File: src/rtl/frame_sync_lock.sv
// frame_sync_lock: word-aligned frame synchronizer with hunt/verify/lock FSM
// and flywheel tolerance. Forwards input data one cycle later, tagged with a
// start-of-frame pulse and the lock status.
//
// Optional feature macro: FRAME_SYNC_STATS_EN (adds sync_err_cnt/lock_loss_cnt)
//
// Ports:
//   clk           rising-edge clock
//   rst           synchronous active-high reset
//   din           input data word
//   din_valid     din is valid this cycle
//   dout          registered copy of din
//   dout_valid    registered copy of din_valid
//   sof           dout is a sync-slot word while locked
//   locked        frame lock status, aligned with dout
//   sync_err_cnt  (stats only) mismatching slot words seen while locked
//   lock_loss_cnt (stats only) LOCKED-to-HUNT transitions
module frame_sync_lock #(
  parameter int unsigned     WIDTH      = 10,
  parameter logic [WIDTH-1:0] CONST_VAL = WIDTH'(10'b1010111010),
  parameter int unsigned     FRAME_LEN  = 16,
  parameter int unsigned     LOCK_CNT   = 3,
  parameter int unsigned     UNLOCK_CNT = 2
) (
  input  logic             clk,
  input  logic             rst,
  input  logic [WIDTH-1:0] din,
  input  logic             din_valid,
  output logic [WIDTH-1:0] dout,
  output logic             dout_valid,
  output logic             sof,
  output logic             locked
`ifdef FRAME_SYNC_STATS_EN
  ,
  output logic [15:0]      sync_err_cnt,
  output logic [15:0]      lock_loss_cnt
`endif
);

  localparam int unsigned POS_W  = (FRAME_LEN > 1) ? $clog2(FRAME_LEN) : 1;
  localparam int unsigned HIT_W  = $clog2(LOCK_CNT + 1);
  localparam int unsigned MISS_W = $clog2(UNLOCK_CNT + 1);

  typedef enum logic [1:0] {
    HUNT   = 2'd0,
    VERIFY = 2'd1,
    LOCK   = 2'd2
  } state_t;

  state_t              state_q, state_d;
  logic [POS_W-1:0]    pos_q, pos_d;
  logic [HIT_W-1:0]    hit_q, hit_d;
  logic [MISS_W-1:0]   miss_q, miss_d;
  logic                sof_d;
  logic                match;
  logic                slot;
`ifdef FRAME_SYNC_STATS_EN
  logic                err_inc;
  logic                loss_inc;
`endif

  assign match = din_valid && (din == CONST_VAL);
  // Expected sync slot: valid word arriving at the last frame position.
  assign slot  = din_valid && (pos_q == POS_W'(FRAME_LEN - 1));

  // Next-state and per-word decisions; idle cycles leave everything untouched.
  always_comb begin
    state_d = state_q;
    pos_d   = pos_q;
    hit_d   = hit_q;
    miss_d  = miss_q;
    sof_d   = 1'b0;
`ifdef FRAME_SYNC_STATS_EN
    err_inc  = 1'b0;
    loss_inc = 1'b0;
`endif
    if (din_valid) begin
      case (state_q)
        HUNT: begin
          if (match) begin
            state_d = VERIFY;
            pos_d   = '0;
            hit_d   = HIT_W'(1);
          end
        end
        VERIFY: begin
          if (slot) begin
            pos_d = '0;
            if (match) begin
              hit_d = hit_q + HIT_W'(1);
              if (hit_q + HIT_W'(1) == HIT_W'(LOCK_CNT)) begin
                state_d = LOCK;
                miss_d  = '0;
                sof_d   = 1'b1;
              end
            end else begin
              // Failing slot word is not reconsidered as a new hunt candidate.
              state_d = HUNT;
              hit_d   = '0;
            end
          end else begin
            pos_d = pos_q + POS_W'(1);
          end
        end
        LOCK: begin
          if (slot) begin
            pos_d = '0;
            if (match) begin
              miss_d = '0;
              sof_d  = 1'b1;
            end else begin
`ifdef FRAME_SYNC_STATS_EN
              err_inc = 1'b1;
`endif
              if (miss_q + MISS_W'(1) == MISS_W'(UNLOCK_CNT)) begin
                state_d = HUNT;
                hit_d   = '0;
                miss_d  = '0;
`ifdef FRAME_SYNC_STATS_EN
                loss_inc = 1'b1;
`endif
              end else begin
                // Flywheel: tolerate the miss and keep the frame cadence.
                miss_d = miss_q + MISS_W'(1);
                sof_d  = 1'b1;
              end
            end
          end else begin
            pos_d = pos_q + POS_W'(1);
          end
        end
        default: begin
          state_d = HUNT;
          pos_d   = '0;
          hit_d   = '0;
          miss_d  = '0;
        end
      endcase
    end
  end

  // State, counters and registered outputs.
  always_ff @(posedge clk) begin
    if (rst) begin
      state_q    <= HUNT;
      pos_q      <= '0;
      hit_q      <= '0;
      miss_q     <= '0;
      dout       <= '0;
      dout_valid <= 1'b0;
      sof        <= 1'b0;
      locked     <= 1'b0;
    end else begin
      state_q    <= state_d;
      pos_q      <= pos_d;
      hit_q      <= hit_d;
      miss_q     <= miss_d;
      dout       <= din;
      dout_valid <= din_valid;
      sof        <= sof_d;
      locked     <= (state_d == LOCK);
    end
  end

`ifdef FRAME_SYNC_STATS_EN
  // Saturating statistics counters, updated with locked.
  always_ff @(posedge clk) begin
    if (rst) begin
      sync_err_cnt  <= '0;
      lock_loss_cnt <= '0;
    end else begin
      if (err_inc && (sync_err_cnt != 16'hFFFF)) begin
        sync_err_cnt <= sync_err_cnt + 16'd1;
      end
      if (loss_inc && (lock_loss_cnt != 16'hFFFF)) begin
        lock_loss_cnt <= lock_loss_cnt + 16'd1;
      end
    end
  end
`endif

endmodule

File: config.mk
export PLATFORM = sky130hd
export DESIGN_NAME = frame_sync_lock
export DESIGN_NICKNAME = d
export VERILOG_FILES = /design/src/rtl/frame_sync_lock.sv
export SDC_FILE = /design/constraint.sdc
export NUM_CORES = 1
export LEC_CHECK = 0
export BUFFER_PORTS_ARGS = -buffer_cell sky130_fd_sc_hd__clkbuf_2
export CORE_MARGIN = 2
export CORE_UTILIZATION = 50
export DETAILED_ROUTE_END_ITERATION = 16
export PLACE_DENSITY = 0.75
export SYNTH_ARGS = -nofsm -noshare
export SYNTH_HDL_FRONTEND = slang
export SYNTH_SLANG_ARGS = --single-unit
File: constraint.sdc
create_clock -name clk -period 3.6 [get_ports clk]
set_input_delay 0 -clock clk [delete_from_list [all_inputs] [get_ports clk]]
set_output_delay 0 -clock clk [all_outputs]
set_load 0.005 [all_outputs]
==> reports/metrics.cfg, run 1 <==
[synthesis]
synth_nets=132
synth_common_cells=23 x dfxtp_1, 13 x nor2b_1, 11 x a21oi_1
synth_top_cell_area_share_pct=42.3
seq_area_frac_synth_pct=42.3
yosys.area.top_type=dfxtp_1
synth_area_um2=1090
synth_warnings=0
async_flop_share_pct=0
synth_area_per_cell_um2=9.64
netlist_instances=113
ys_ff_latch=23
synth_edf_count=0
ys.flop_type=dfxtp_1
ys_top_cells_by_area=dfxtp_1 42%, nor2b_1 7.5%, ha_1 6.9%
ys_types=37
synth_most_common_cell=dfxtp_1

[sta]
finalCritPeriodShare_pct=48.9
slew_violations=0
max_freq_ghz=0.568
slew-limit-headroom_pct=73.2
period_needed_ns=1.76
finalHoldViolCount=0
rsz0062_at_grt=no
setup_violations=0
setup_tns_ns=0
tightest_slew_ns=0.402
clock_skew_ns=0.00914
worst_hold_slack_ns=0.0993

[setup_path]
arrival_ns=1.99
crit_required_ns=3.83
crit_fanout=7
cp-startpoint=din[6]
crit_path_start_kind=input port
r2r-end=pos_q[2]$_SDFFE_PP0P_
worst-r2r-setup-slack_ns=1.92
r2r_cells=6
path_class=in -> reg
critPathCaptureType=register
timing.rr.start=state_q[0]$_SDFF_PP0_

[floorplan]
core_area_um2=2000
rows=16
die_y_um=50.7
io_pins=26
die_x_um=50.7
dieArea_um2=2570
start_util_pct=54.4

[min_path]
hold_start=din_valid
hold_depth=2
hold_path.class=in -> reg
min_to=dout_valid$_SDFF_PP0_

[routing]
routedWlPerCell_um=13.0
ant_nets=0
drt_first_pass_iters=4
drc=0
viasPerCell=5.40
vias=950
drt_iter0_drc=31
wirelength_mm=2.29

[status]
outcome=finished, final reports clean

[final_layout]
drive_gt1_share_pct=24.8
insertedDiodeCount=0
n_fill_cell=160
utilization_pct=68.1
area_growth_pct=25.1
seq_area_um2=460
finalNonFillerCells=176
fin_nets=169
multi_input_area_um2=603

[clocking]
cts_tree=built
clk_latency_ns=0.31
postCtsSetupRepairBufs=0
clk_path_buf_depth=2
cts.clk_slew.worst_paths_ns=0.11
root_buffer=clkbuf_4
clock-sinks=23
cts_buffers=3
cts.htree.levels=1

[place]
place_congestion=0.873
hpwl_mm=1.64
portBuffers=25
dp_cells=162

[grt]
grt_usage_pct=19.8
antenna_found_initial=0
overflow=0
grt_pass1_vias=909
grt_max_degree=21
grt_pass1_wl_mm=3.86

[power]
powerDensity_nw_per_um2=304
leakage_uw=0.000567
max-vdd-ir-drop_v=0.000223
finalPower_uw=414

[job]
cap_violations=0

-- flip-flops by register name, summed over array words and instances (netlist names) --
signal / flops
dout_valid: 1
dout: 10
sof: 1
pos_q: 4
locked: 1
miss_q: 2
hit_q: 2
state_q: 2
-- cells by family (layout without fill, tap and decap cells) --
kind of cell	Yosys count	in the layout	synth area share (%)
fa+ha+maj	6	6	6.89
compound gates	30	30	18.7
simple gates	46	46	28.7
buf+inv	7	43	2.41
mux	1	1	1.03
flops	23	23	42.3
-- worst max-delay path by stage --
stage / end / slack (ns) / cells past startpoint
after global routing: pos_q[3]$_SDFFE_PP0P_ / 1.75 / 7
after detailed placement: pos_q[2]$_SDFFE_PP0P_ / 1.96 / 6
after CTS: pos_q[2]$_SDFFE_PP0P_ / 1.86 / 7
final: pos_q[2]$_SDFFE_PP0P_ / 1.84 / 7
after floorplan: locked$_SDFF_PP0_ / 2.12 / 7
after global placement: pos_q[2]$_SDFFE_PP0P_ / 2.00 / 6
-- power breakdown --
group / switching [uW] / leakage, uW / total [uW] / internal (uW)
clock network: 70.6 / 0.0000150 / 114 / 43.2
logic: 16.3 / 0.000364 / 37.6 / 21.3
registers: 1.68 / 0.000188 / 263 / 261
total: 88.6 / 0.000567 / 414 / 325
-- worst max-delay path: stages --
cell	delay, ns
dlygate4sd3_1	0.54
clkbuf_2	0.11
or3b_4	0.42
nor3_4	0.28
o21ai_2	0.12
or3b_1	0.37
a21oi_1	0.14
-- cells in the final DEF (no fill, tap or decap), drive strengths merged, types with 4 or more instances in the layout --
cell,count
ha,6
nand2,6
nor2b,13
nor2,4
dlygate4sd3,10
a21oi,12
o21ai,8
nand4b,4
clkbuf,29
inv,4
dfxtp,23
-- layer usage --
metal  vias up  wire (um)  GRT usage [%]
met5         -          0              0
li1        481          -              -
met3         6        132           5.65
met2        36       1120           34.4
met4         0         30           5.86
met1       427       1010           23.7
-- area by class of cell --
cell class	instances	area share, %
tap	27	2.48
multi-input combinational	83	44.2
timing repair buffer	35	16.5
clock buffer	4	1.93
inverter	4	1.10
sequential	23	33.8
-- per-stage QoR --
stage	area, um^2	setup slack [ns]
floorplan	1090	2.12
global placement	1240	2.00
detailed placement	1240	1.96
CTS	1360	1.86
global route	1360	1.75
finish	1360	1.84
-- timing repair --
action	4_1_cts	5_1_grt
hold endpoints to repair	10	0
gates resized for setup	0	0
hold buffers	10	0
No activity file was read; power rests on OpenSTA's default activity.
==> run 2, diff against run 1 <==
--- a/config.mk
+++ b/config.mk
@@ -7,9 +7,9 @@
 export LEC_CHECK = 0
 export BUFFER_PORTS_ARGS = -buffer_cell sky130_fd_sc_hd__clkbuf_2
 export CORE_MARGIN = 2
-export CORE_UTILIZATION = 50
+export CORE_UTILIZATION = 46
 export DETAILED_ROUTE_END_ITERATION = 16
-export PLACE_DENSITY = 0.75
+export PLACE_DENSITY = 0.73
 export SYNTH_ARGS = -nofsm -noshare
 export SYNTH_HDL_FRONTEND = slang
 export SYNTH_SLANG_ARGS = --single-unit
==> constraint.sdc (replaced) <==
create_clock -name clk -period 1.6 [get_ports clk]
set_input_delay 0 -clock clk [delete_from_list [all_inputs] [get_ports clk]]
set_output_delay 0 -clock clk [all_outputs]
set_load 0.005 [all_outputs]
==> run 2 against run 1 <==
Compared with the run above: sequential cell count unchanged; final cell count up 5.1%; critical endpoint is now locked$_SDFF_PP0_; worst hold slack about the same; die area up 8.0%; combinational power up 130%; via count up 4.7%; global-route usage down 0.51 points; critical path type unchanged.
==> reports/metrics.cfg, run 2 (synthesized netlist as in run 1, its figures left out) <==
[floorplan]
dieArea_um2=2770  ; +8.0%
start_util_pct=48.8  ; -5.6 points
io_pins=26  ; unchanged
die_y_um=52.7  ; +3.9%
die_x_um=52.7  ; +3.9%
core_area_um2=2230  ; +12%
rows=17  ; +1

[routing]
ant_nets=0  ; unchanged
routedWlPerCell_um=13.2  ; +0.90%
drc=0  ; unchanged
drt_iter0_drc=21  ; -32%
viasPerCell=5.38  ; -0.36%
vias=995  ; +4.7%
drt_first_pass_iters=4  ; unchanged
wirelength_mm=2.43  ; +6.1%

[clocking]
root_buffer=clkbuf_4
cts.htree.levels=1  ; unchanged
clk_path_buf_depth=2  ; unchanged
cts_buffers=3  ; unchanged
cts_tree=built
clock-sinks=23  ; unchanged
clk_latency_ns=0.30  ; about the same
cts.clk_slew.worst_paths_ns=0.12  ; about the same

[setup_path]
r2r-end=locked$_SDFF_PP0_
cp_slowest_cell=dlygate4sd3_1
crit_chain=dlygate4sd3_1 -> clkbuf_2 -> nand4b_4 -> or3_4 -> a21oi_4 -> o211ai_1 -> o211a_1
critPathBufInv=2  ; unchanged
crit_required_ns=1.81  ; -2.02 ns
arrival_ns=1.77  ; -0.22 ns
worst-r2r-setup-slack_ns=0.09  ; -1.83 ns
crit_path_start_kind=input port
slowest_delay_ns=0.54  ; about the same
crit_fanout=5  ; -2
path_class=in -> reg
r2r_cells=6  ; unchanged
cp_top_family=buffers and inverters
timing.rr.start=pos_q[1]$_SDFFE_PP0P_
critPathCaptureType=register

[sta]
rsz0062_at_grt=no
slew_violations=0  ; unchanged
period_needed_ns=1.56
clock_skew_ns=0.00475  ; -0.00439 ns
finalHoldViolCount=0  ; unchanged
setup_ws_ns=0.0409  ; -1.80 ns
tightest_slew_ns=0.411  ; +0.00900 ns
slew-limit-headroom_pct=72.6  ; -0.60 points
setup_tns_ns=0  ; unchanged
setup_violations=0  ; unchanged
finalCritPeriodShare_pct=97.4
max_freq_ghz=0.641

[grt]
overflow=0  ; unchanged
grt_pass1_wl_mm=4.01  ; +3.9%
grt_usage_pct=19.3  ; -0.51 points
grt_max_degree=21  ; unchanged
antenna_found_initial=0  ; unchanged
grt_pass1_vias=960  ; +5.6%

[final_layout]
area_growth_pct=34.0
utilization_pct=65.4  ; -2.7 points
reg_top3=dout (10), pos_q (4)
drive_gt1_share_pct=35.7  ; +11 points
largest_reg_flops=10  ; unchanged
final_cell_mix=25 x clkbuf_2, 19 x dfxtp_1, 12 x nor2b_1
final_common_cell=clkbuf_2
top_register=dout
insertedDiodeCount=0  ; unchanged
fin_nets=177  ; +4.7%

[power]
powerDensity_nw_per_um2=643  ; +110%
leakage_uw=0.000629  ; +11%
max-vdd-ir-drop_v=0.000798  ; +260%

[status]
outcome=finished, final reports clean

[place]
hpwl_mm=1.71  ; +4.2%
post-place-ws_ns=0.00160  ; -1.96 ns
place_congestion=0.847  ; -3.0%
portBuffers=25  ; unchanged

[job]
cap_violations=0  ; unchanged

[min_path]
hold_start=din_valid
hold_path.class=in -> reg
hold_depth=2  ; unchanged
min_to=dout_valid$_SDFF_PP0_

==> run 2: worst max-delay path by stage <==
stage / start / end / slack [ns] / cells past startpoint
3_5_place_dp: state_q[0]$_SDFF_PP0_ / pos_q[2]$_SDFFE_PP0P_ / 0.002 / 6
5_1_grt: pos_q[1]$_SDFFE_PP0P_ / locked$_SDFF_PP0_ / 0.006 / 6
2_1_floorplan: state_q[1]$_SDFF_PP0_ / locked$_SDFF_PP0_ / 0.12 / 7
3_3_place_gp: state_q[0]$_SDFF_PP0_ / pos_q[2]$_SDFFE_PP0P_ / 0.06 / 6
4_1_cts: pos_q[0]$_SDFFE_PP0P_ / locked$_SDFF_PP0_ / 0.001 / 6
6_report: din[0] / locked$_SDFF_PP0_ / 0.04 / 7
==> run 2: area by class of cell <==
| type | instances | area [um^2] |
|---|---|---|
| Fill cell | 185 | 773 |
| Multi-Input combinational cell | 83 | 633 |
| Sequential cell | 23 | 465 |
| Timing Repair Buffer | 43 | 285 |
| Tap cell | 28 | 35.0 |
| Clock buffer | 4 | 26.3 |
| Inverter | 4 | 15.0 |
==> run 2: per-layer routing <==
| layer | GRT usage (%) | vias up | wire [um] |
|---|---|---|---|
| met5 | 0 | - | 0 |
| met3 | 6.00 | 2 | 120 |
| met2 | 33.3 | 31 | 1240 |
| li1 | - | 494 | - |
| met1 | 24.1 | 468 | 1050 |
| met4 | 2.56 | 0 | 17 |
==> run 2: timing repair <==
action	CTS	global route
hold buffers	10	0
pin swaps	0	2
hold endpoints to repair	10	0
setup endpoints to repair	1	8
buffers inserted	0	4
resized for setup	1	12
==> run 2: stage by stage <==
step / instances / instance area, um^2 / hold slack, ns / power, uW
5_1_grt: 185 / 1460 / 0.0907 / 989
3_3_place_gp: 167 / 1270 / 0.220 / 668
2_1_floorplan: 113 / 1090 / 0.0832 / 631
6_report: 185 / 1460 / 0.0994 / 939
4_1_cts: 181 / 1400 / 0.0809 / 948
3_5_place_dp: 167 / 1270 / 0.235 / 669
==> run 2: report_power, final <==
| part | internal (uW) | switching, uW |
|---|---|---|
| registers | 587 | 3.53 |
| logic | 48.7 | 38.7 |
| clock network | 97.2 | 164 |
| total | 733 | 206 |
==> run 3, diff against run 2 <==
--- a/config.mk
+++ b/config.mk
@@ -10,6 +10,7 @@
 export CORE_UTILIZATION = 46
 export DETAILED_ROUTE_END_ITERATION = 16
 export PLACE_DENSITY = 0.73
+export RECOVER_POWER = 50
 export SYNTH_ARGS = -nofsm -noshare
 export SYNTH_HDL_FRONTEND = slang
 export SYNTH_SLANG_ARGS = --single-unit
==> run 3 against run 2 <==
Compared with the run above: setup slack improved by 0.00058 ns; first-iteration DRC count did not move; utilization fell by 0.39 points; via count rose by 0.40%; final cell count did not move; largest cell class unchanged.
==> reports/metrics.cfg, run 3 (synthesized netlist as in run 1, its figures left out) <==
[sta]
rsz0062_at_grt=no
setup_violations=0  ; unchanged
setup_tns_ns=0  ; unchanged
finalHoldViolCount=0  ; unchanged
max_freq_ghz=0.642  ; about the same
slew-limit-headroom_pct=42.5  ; -30 points
clock_skew_ns=0.00687  ; +0.00212 ns
finalCritPeriodShare_pct=97.4  ; about the same
period_needed_ns=1.56  ; -0.000585 ns
slew_violations=0  ; unchanged
setup_ws_ns=0.0415  ; +0.000585 ns
tightest_slew_ns=0.863  ; +0.452 ns

[setup_path]
timing.rr.start=pos_q[1]$_SDFFE_PP0P_
crit_path_start_kind=input port
r2r_cells=6  ; unchanged
path_class=in -> reg
critPathCaptureType=register
crit_fanout=5  ; unchanged
arrival_ns=1.76  ; about the same
worst-r2r-setup-slack_ns=0.08  ; about the same
crit_required_ns=1.81  ; about the same
cp-startpoint=din[0]
r2r-end=locked$_SDFF_PP0_

[place]
portBuffers=25  ; unchanged
hpwl_mm=1.71  ; unchanged
post-place-ws_ns=0.00160  ; unchanged
place_congestion=0.847  ; unchanged

[clocking]
cts_buffers=3  ; unchanged
cts.clk_slew.worst_paths_ns=0.12  ; about the same
clock-sinks=23  ; unchanged
root_buffer=clkbuf_4
cts_tree=built
clk_path_buf_depth=2  ; unchanged
clk_latency_ns=0.30  ; about the same
cts.htree.levels=1  ; unchanged

[floorplan]
core_area_um2=2230  ; unchanged
die_x_um=52.7  ; unchanged
rows=17  ; unchanged
dieArea_um2=2770  ; unchanged
io_pins=26  ; unchanged
die_y_um=52.7  ; unchanged
start_util_pct=48.8  ; unchanged

[final_layout]
fin_nets=177  ; unchanged
largest_reg_flops=10  ; unchanged
n_fill_cell=190  ; +2.7%
drive_gt1_share_pct=31.2  ; -4.5 points
final_common_cell=dfxtp_1
top_register=dout
area_growth_pct=33.2
insertedDiodeCount=0  ; unchanged
final_cell_mix=19 x dfxtp_1, 18 x clkbuf_2, 12 x nor2b_1
reg_top3=dout (10), pos_q (4)

[routing]
routedWlPerCell_um=13.1  ; -0.45%
viasPerCell=5.40  ; +0.40%
vias=999  ; +0.40%
drt_iter0_drc=21  ; unchanged
wirelength_mm=2.42  ; -0.45%
drc=0  ; unchanged
ant_nets=0  ; unchanged
drt_first_pass_iters=4  ; unchanged

[power]
max-vdd-ir-drop_v=0.000788  ; -1.2%
leakage_uw=0.000607  ; -3.5%
powerDensity_nw_per_um2=645  ; +0.19%

[min_path]
min_to=dout_valid$_SDFF_PP0_
hold_path.class=in -> reg
hold_start=din_valid
hold_depth=2  ; unchanged

[grt]
antenna_found_initial=0  ; unchanged
grt_pass1_wl_mm=4.01  ; unchanged
grt_pass1_vias=960  ; unchanged
grt_max_degree=21  ; unchanged
overflow=0  ; unchanged
grt_usage_pct=19.3  ; unchanged

[status]
outcome=finished, final reports clean

[job]
cap_violations=0  ; unchanged

[run 3: metrics by stage]
stage	std cells	total power (uW)	area (um^2)	util, %	hold slack (ns)
finish	185	936	1450	65.0	0.0991
CTS	181	948	1400	62.6	0.0809
global route	185	987	1450	65.0	0.0907
global placement	167	668	1270	56.8	0.220
detailed placement	167	669	1270	56.8	0.235
floorplan	113	631	1090	-	0.0832
[run 3: final cells by class]
| cell class | count | area, um^2 | share of cell area, % |
|---|---|---|---|
| clock buffer | 4 | 26.3 | 1.81 |
| tap | 28 | 35.0 | 2.41 |
| timing repair buffer | 43 | 277 | 19.1 |
| sequential | 23 | 465 | 32.1 |
| inverter | 4 | 15.0 | 1.03 |
| multi-input combinational | 83 | 633 | 43.6 |
[run 3: power breakdown]
part	total [uW]	switching, uW	internal, uW
sequential	590	3.46	587
combinational	85.4	38.6	46.9
clock	260	162	97.2
[run 3: what timing repair did]
action / 4_1_cts / 5_1_grt
pin swaps: 0 / 2
hold endpoints to repair: 10 / 0
buffers inserted: 0 / 4
setup endpoints to repair: 1 / 8
cloned: 0 / 0
hold buffers: 10 / 0
resized for setup: 1 / 12
[run 3: worst max path at each step]
stage	to	depth (start not counted)	slack, ns
5_1_grt	locked$_SDFF_PP0_	6	0.006
4_1_cts	locked$_SDFF_PP0_	6	0.001
6_report	locked$_SDFF_PP0_	7	0.04
2_1_floorplan	locked$_SDFF_PP0_	7	0.12
3_3_place_gp	pos_q[2]$_SDFFE_PP0P_	6	0.06
3_5_place_dp	pos_q[2]$_SDFFE_PP0P_	6	0.002
[run 3: layer usage]
layer / track usage (%) / part of all wire [%] / vias to the layer above
met5: 0 / 0 / -
met4: 2.56 / 0.70 / 0
met3: 6.00 / 5.0 / 2
met2: 33.3 / 52 / 33
met1: 24.1 / 42 / 470
li1: - / - / 494
[run 3: critical path: stages]
cell and delay [ns]:
dlygate4sd3_1 0.54, clkbuf_2 0.11, nand4b_4 0.21, or3_4 0.44, a21oi_4 0.20, o211ai_1 0.15, o211a_1 0.13
